File: config.mk
export PLATFORM = sky130hd
export DESIGN_NAME = esc_core_p
export DESIGN_NICKNAME = d
export VERILOG_FILES = /design/src/rtl/esc_core_p.sv
export SDC_FILE = /design/constraint.sdc
export NUM_CORES = 1
export LEC_CHECK = 0
export ABC_AREA = 1
export CORE_AREA = 2 2 89 91
export DETAILED_ROUTE_END_ITERATION = 6
export DIE_AREA = 0 0 91 93
export PLACE_DENSITY = 0.91
export SLEW_MARGIN = 40
export SYNTH_ARGS = -nofsm -noshare
export SYNTH_HDL_FRONTEND = slang
export SYNTH_SLANG_ARGS = --single-unit
File: constraint.sdc
create_clock -name clk -period 4 [get_ports clk]
set_input_delay 0.6 -clock clk [delete_from_list [all_inputs] [get_ports clk]]
set_output_delay 0.6 -clock clk [all_outputs]
set_load 0.005 [all_outputs]
File: src/rtl/esc_core_p.sv
// Accumulator-based micro-core: fetches instructions from a single handshaked memory port,
// executes ADD/SUB/AND/LD/ST plus jumps, and stops on HALT until reset.
module esc_core_p #(
    parameter int DATA_W = 16,
    parameter int ADDR_W = 8,
    parameter int OPC_W  = 4
) (
    input  logic              clk,
    input  logic              rst_n,
    output logic              mem_req,
    output logic              mem_we,
    output logic [ADDR_W-1:0] mem_addr,
    output logic [DATA_W-1:0] mem_wdata,
    input  logic [DATA_W-1:0] mem_rdata,
    input  logic              mem_ack,
    output logic [ADDR_W-1:0] pc_out,
    output logic [DATA_W-1:0] acc_out,
    output logic              carry_out,
    output logic              halted
);

    generate
        if (DATA_W < OPC_W + ADDR_W) begin : g_bad_widths
            $error("esc_core_p: DATA_W must be >= OPC_W + ADDR_W");
        end
    endgenerate

    typedef enum logic [2:0] {
        S_START  = 3'd0,
        S_FETCH  = 3'd1,
        S_DECODE = 3'd2,
        S_MEM    = 3'd3,
        S_HALT   = 3'd4
    } state_t;

    localparam logic [OPC_W-1:0] OP_ADD  = OPC_W'(0);
    localparam logic [OPC_W-1:0] OP_ST   = OPC_W'(1);
    localparam logic [OPC_W-1:0] OP_LD   = OPC_W'(2);
    localparam logic [OPC_W-1:0] OP_JMP  = OPC_W'(3);
    localparam logic [OPC_W-1:0] OP_SUB  = OPC_W'(4);
    localparam logic [OPC_W-1:0] OP_JZ   = OPC_W'(5);
    localparam logic [OPC_W-1:0] OP_JN   = OPC_W'(6);
    localparam logic [OPC_W-1:0] OP_AND  = OPC_W'(7);
    localparam logic [OPC_W-1:0] OP_HALT = OPC_W'(8);

    state_t              state_q, state_d;
    logic [ADDR_W-1:0]   pc_q, pc_d;
    logic [DATA_W-1:0]   acc_q, acc_d;
    logic                carry_q, carry_d;
    // The IR is kept as its two meaningful fields; the middle bits are never needed.
    logic [OPC_W-1:0]    opc_q, opc_d;
    logic [ADDR_W-1:0]   opd_q, opd_d;
    logic                mem_req_q, mem_req_d;
    logic                mem_we_q, mem_we_d;
    logic                halted_q, halted_d;
    logic [DATA_W:0]     sum;

    assign sum = {1'b0, acc_q} + {1'b0, mem_rdata};

    always_comb begin
        state_d = state_q;
        pc_d    = pc_q;
        acc_d   = acc_q;
        carry_d = carry_q;
        opc_d   = opc_q;
        opd_d   = opd_q;
        case (state_q)
            S_START: state_d = S_FETCH;
            S_FETCH: begin
                if (mem_ack) begin
                    opc_d   = mem_rdata[DATA_W-1 -: OPC_W];
                    opd_d   = mem_rdata[ADDR_W-1:0];
                    pc_d    = pc_q + ADDR_W'(1);
                    state_d = S_DECODE;
                end
            end
            S_DECODE: begin
                state_d = S_FETCH;
                case (opc_q)
                    OP_ADD, OP_SUB, OP_AND, OP_LD, OP_ST: state_d = S_MEM;
                    OP_JMP:  pc_d = opd_q;
                    OP_JZ:   if (acc_q == '0) pc_d = opd_q;
                    OP_JN:   if (acc_q[DATA_W-1]) pc_d = opd_q;
                    OP_HALT: state_d = S_HALT;
                    default: ;
                endcase
            end
            S_MEM: begin
                if (mem_ack) begin
                    state_d = S_FETCH;
                    case (opc_q)
                        OP_ADD: {carry_d, acc_d} = sum;
                        OP_SUB: begin
                            carry_d = (acc_q < mem_rdata);
                            acc_d   = acc_q - mem_rdata;
                        end
                        OP_AND:  acc_d = acc_q & mem_rdata;
                        OP_LD:   acc_d = mem_rdata;
                        default: ;
                    endcase
                end
            end
            S_HALT:  state_d = S_HALT;
            default: state_d = S_START;
        endcase
    end

    // Bus strobes and halted are registered alongside the next state, so mem_ack has no
    // combinational path to them and reset clears them at once.
    always_comb begin
        mem_req_d = (state_d == S_FETCH) || (state_d == S_MEM);
        mem_we_d  = (state_d == S_MEM) && (opc_d == OP_ST);
        halted_d  = (state_d == S_HALT);
    end

    always_ff @(posedge clk or negedge rst_n) begin
        if (!rst_n) begin
            state_q   <= S_START;
            pc_q      <= '0;
            acc_q     <= '0;
            carry_q   <= 1'b0;
            opc_q     <= '0;
            opd_q     <= '0;
            mem_req_q <= 1'b0;
            mem_we_q  <= 1'b0;
            halted_q  <= 1'b0;
        end else begin
            state_q   <= state_d;
            pc_q      <= pc_d;
            acc_q     <= acc_d;
            carry_q   <= carry_d;
            opc_q     <= opc_d;
            opd_q     <= opd_d;
            mem_req_q <= mem_req_d;
            mem_we_q  <= mem_we_d;
            halted_q  <= halted_d;
        end
    end

    assign mem_req   = mem_req_q;
    assign mem_we    = mem_we_q;
    assign mem_addr  = (state_q == S_MEM) ? opd_q : pc_q;
    assign mem_wdata = acc_q;
    assign pc_out    = pc_q;
    assign acc_out   = acc_q;
    assign carry_out = carry_q;
    assign halted    = halted_q;

endmodule

-- Word level (Yosys, flattened, before mapping)
Index checks and enable logic that the tools add are counted.
- bitwise operators: 1
- reductions and logical operators: 13
- add/sub/neg operators: 3
- magnitude comparators: 1
- multiplexer cells: 14
- equal/unequal tests: 20
- operator list (kind ; count):
    $pmux W16 S4 ; 1
    $mux W8 ; 4
    $pmux W8 S3 ; 1
    $add A16 B16 Y17 ; 1
    $and A16 B16 Y16 ; 1
    $eq A4 B3 Y1 const B ; 4
    $logic_not A16 Y1 ; 1
    $lt A16 B16 Y1 ; 1
    $pmux W8 S2 ; 1
    $sub A16 B16 Y16 ; 1
    $pmux W3 S5 ; 1
    $eq A3 B2 Y1 const B ; 3
    $add A8 B1 Y8 const B ; 1
    $eq A4 B1 Y1 const B ; 2
    $eq A4 B2 Y1 const B ; 2
    $mux W4 ; 2
    $eq A3 B1 Y1 const B ; 2
    $eq A3 B3 Y1 const B ; 2
    $mux W3 ; 2
    $ne A3 B3 Y1 const B ; 2
    $pmux W3 S2 ; 1
    $reduce_and A3 Y1 ; 2
    $reduce_and A5 Y1 ; 1
    $reduce_or A5 Y1 ; 1
    11 further kinds ; 12
- flip-flop bits (word level): 43
- word-level logic and storage cells: 61

-- Depth between registers and ports, before layout
- word-level depth: 6
- depth in mapped cells: 15

-- Worst setup path before layout
OpenSTA, ideal clock, no wires.
- path type: input port to flip-flop
- start point: in mem_rdata[0]
- end point: reg carry_q (netlist: carry_out)
- cell stages on the path: 12
- setup time: 117 ps
- slack: 1937 ps
- arrival: 1946 ps
- data required time: 3883 ps
- cells stage by stage: ha_1 fa_1 inv_1 nand3_1 nand3_1 nand3_1 nand3_1 nand2_1 o21ai_0 nand2_1 nand2_1 nand2_1
- longest elaborated chain between the ends: 2
- elaborated cells between the ends (all ways): 3
- ends and longest elaborated chain (what ; line ; source):
    start: declaration ; 14 ; input logic [DATA_W-1:0] mem_rdata,
    $add A16 B16 Y17 or $lt A16 B16 Y1 (tied branches) ; 58, 94 ;
    $pmux W1 S2 (*) ; 91 ; case (opc_q)
    end signal: assignment ; 131 ; carry_q <= carry_d;
    end: declaration ; 49 ; logic carry_q, carry_d;
Mark *: on every way between the ends. The rest lies on a longest branch, timed or not.
A chain may end at the register's enable or synchronous reset.

-- Worst setup path after layout
- start point: reg state_q[0]
- end point: out mem_addr[7]
- longest elaborated chain between the ends: 2
- ends and longest elaborated chain (what ; line ; source):
    start: declaration ; 46 ; state_t state_q, state_d;
    start signal: assignment ; 128 ; state_q <= state_d;
    $eq A3 B2 Y1 ; 142 ; assign mem_addr = (state_q == S_MEM) ? opd_q : pc_q;
    $mux W8 ; 142 ;
    end: declaration ; 12 ; output logic [ADDR_W-1:0] mem_addr,
No other way between the ends.

==> run_results.csv <==
group,metric,value,unit
status,status,"finished, violations left",
status,violations,"DRC",
floorplan,die_y,93,um
clock_network,cts-root-buf,"clkbuf_8",
synthesis,synth_seq_cells,43,
route,initialDrtViolationCount,362,
clock_network,cts_buffer_depth,2,
critical_path,critical_path_class,"reg -> out",
sta,min_period_over_period,0.691,
sta,holdWs,289,ps
route,drtPass1Iterations,7,
synthesis,yosys.area_share.xor_xnor,0.0138,
route,remaining_drc_errors,17,
pwr,p_leak,2.66,nW
global_routing,grt_max_degree,44,
critical_path,path_max_fanout,20,
route,vias,4779,
synthesis,synth_compound_area_frac,0.156,
synthesis,synth_top_family_by_area,"simple AND/OR/NAND/NOR gates",
cells_and_area,instances_no_fill,851,
synthesis,synth-adder-area-share,0.102,
route,wl_per_cell,16.2,um
sta,slew_viol_final,0,
placed_design,dp.cells,843,
floorplan,die_x,91,um
floorplan,num_rows,32,
critical_path,worstPathRequired,3400,ps
clock_network,post_cts_buffers,0,
synthesis,synth_top_area_cell,"dfrtp_1",
cells_and_area,syn_to_final_growth,17.0,%
cells_and_area,layout-drive-gt1-share,0.0467,
synthesis,synthArstFlopShare,1.00,
clock_network,clock_latency,310,ps
cells_and_area,fin_util,0.689,
synthesis,avgSynthCellArea,6.31,sq um
placed_design,gp_congestion,0.979,
sta,finalHoldViolations,0,
synthesis,yosysSeqAreaShare,0.243,
placed_design,port_buffers,70,
critical_path,crit_path_end_kind,"output port",
synthesis,netlist_top_cells_area,"dfrtp_1 24%, nand2_1 16%, ha_1 9.3%, inv_1 9.1%, nand3_1 7.2%",
cells_and_area,fillers,684,
global_routing,grt_pass1_wl,22100,um
synthesis,ys.flop_type,"dfrtp_1",
cells_and_area,layout_commonest_cell,"nand2_1",
critical_path,crit_arrival,2160,ps
sta,worst_pin_slew,679,ps
route,vias_per_cell,5.62,
clock_network,cts-hold-fix-buffers,0,
cells_and_area,nets,802,
clock_network,cts_sinks,43,
global_routing,antenna_found_initial,0,
sta,min_period,2760,ps
synthesis,synth_mux_area_frac,0.00480,
synthesis,yosysWarningCount,0,
route,ant_nets,0,
sta,finalSetupViolations,0,
sta,skew,11.9,ps
synthesis,synth_edf_count,0,
sta,rsz0062_at_grt,"no",
pwr,ir_drop,0.000377,V
floorplan,start_util,0.589,
synthesis,synth_top_area_share,0.243,
synthesis,syn_inst,702,
synthesis,synth_fp_nets,756,
cells_and_area,design_area,5180,sq um
global_routing,gr-total-overflow,0,
global_routing,grt.total_usage,0.328,
clock_network,cts_buffers,5,
clock_network,tritoncts,"done",
placed_design,hpwl,10400,um
synthesis,synthSimpleGateAreaFrac,0.336,
clock_network,htreeDepth,2,
floorplan,ioPinCount,71,
cells_and_area,final_cell_mix,"194 x nand2_1, 108 x inv_1, 69 x clkdlybuf4s50_1",
clock_network,clk_pin_slew,90,ps
min_path,min-delay-path-class,"in -> async",
critical_path,start_kind,"register",
global_routing,grt_pass1_vias,4351,
synthesis,synth_cell_types,41,
floorplan,die-area,8460,sq um
placed_design,dpl_cell_area,5050,sq um
floorplan,coreArea,7530,sq um
clock_network,cts_resized,0,
sta,tns,0,ps
sta,max_freq,362,MHz
run,maxCapViolCount,0,
pwr,p_per_area,811,nW/um^2
synthesis,syn_area,4430,sq um
sta,slew_headroom,0.546,
cells_and_area,antennaDiodeCount,0,
route,routed_wl,13800,um
[where the power goes]
part / switching [mW] / leakage [nW] / internal, mW
sequential: 0.265 / 0.527 / 0.626
clock: 0.170 / 0.0654 / 0.250
combinational: 1.74 / 2.07 / 1.16
[final timing paths]
check | start | end | slack, ps | cells after the start
worst max-delay path | state_q[0] | mem_addr[7] | 1240 | 5
worst min-delay path | rst_n | pc_out[2] | 290 | 1
worst max register to register | opc_q[3] | acc_out[1] | 1490 | 8
worst min register to register | opd_q[5] | opd_q[5] | 490 | 2
max in group asynchronous | rst_n | state_q[1] | 3310 | 1
min in group clk | opd_q[5] | opd_q[5] | 490 | 2
[kinds of logic (layout without fill, tap and decap cells)]
family | count (synthesis) | in the layout
simple gates | 347 | 347
mux | 2 | 2
xor+xnor | 7 | 7
buf+inv | 147 | 194
flops | 43 | 43
compound gates | 121 | 121
fa+ha+maj | 35 | 35
[synthesized netlist by cell type (3+ instances only)]
master / count
nand2_1: 194
inv_1: 108
nand3_1: 64
nor2_1: 59
o21ai_0: 47
dfrtp_1: 43
a21oi_1: 38
ha_1: 33
buf_4: 17
nand4_1: 8
o22ai_1: 8
buf_2: 7
inv_2: 7
xor2_1: 7
nor3_1: 6
o21ai_2: 6
a31oi_1: 5
clkbuf_1: 4
nand2_2: 4
o21ai_1: 4
a211oi_1: 3
o21a_1: 3
o221ai_1: 3
[area by class of cell]
cell class	count	area, sq um	area share
Inverter	116	435	0.0840
Timing Repair Buffer	70	698	0.135
Multi-Input combinational cell	512	2720	0.524
Clock buffer	6	72.6	0.0140
Clock inverter	2	60.1	0.0116
Tap cell	102	128	0.0246
Sequential cell	43	1080	0.208
[through the flow]
step,power [mW],setup WS (ps)
2_1_floorplan,2.78,1940
3_3_place_gp,3.66,1010
3_5_place_dp,3.72,1060
4_1_cts,4.15,1230
5_1_grt,4.56,1140
6_report,4.21,1240
[worst max-delay path, cell delays in order (launching register included)]
cell and delay (ps):
dfrtp_1 380, inv_1 120, nor2_1 60, nand2_1 460, mux2_2 400, clkdlybuf4s50_1 440
[sequential cells by signal, indices dropped and copies added, names as in the netlist]
signal and cells:
acc_out 16, carry_out 1, halted 1, mem_req 1, mem_we 1, opc_q 4
opd_q 8, pc_out 8, state_q 3
[layer usage]
| metal | share of wire | vias to the layer above | GRT usage |
|---|---|---|---|
| met5 | 0 | - | 0 |
| met4 | 0.019 | 0 | 0.104 |
| met3 | 0.077 | 25 | 0.0508 |
| met2 | 0.46 | 213 | 0.531 |
| met1 | 0.44 | 2215 | 0.453 |
| li1 | - | 2326 | - |
Power figures use the tool's default switching activity.
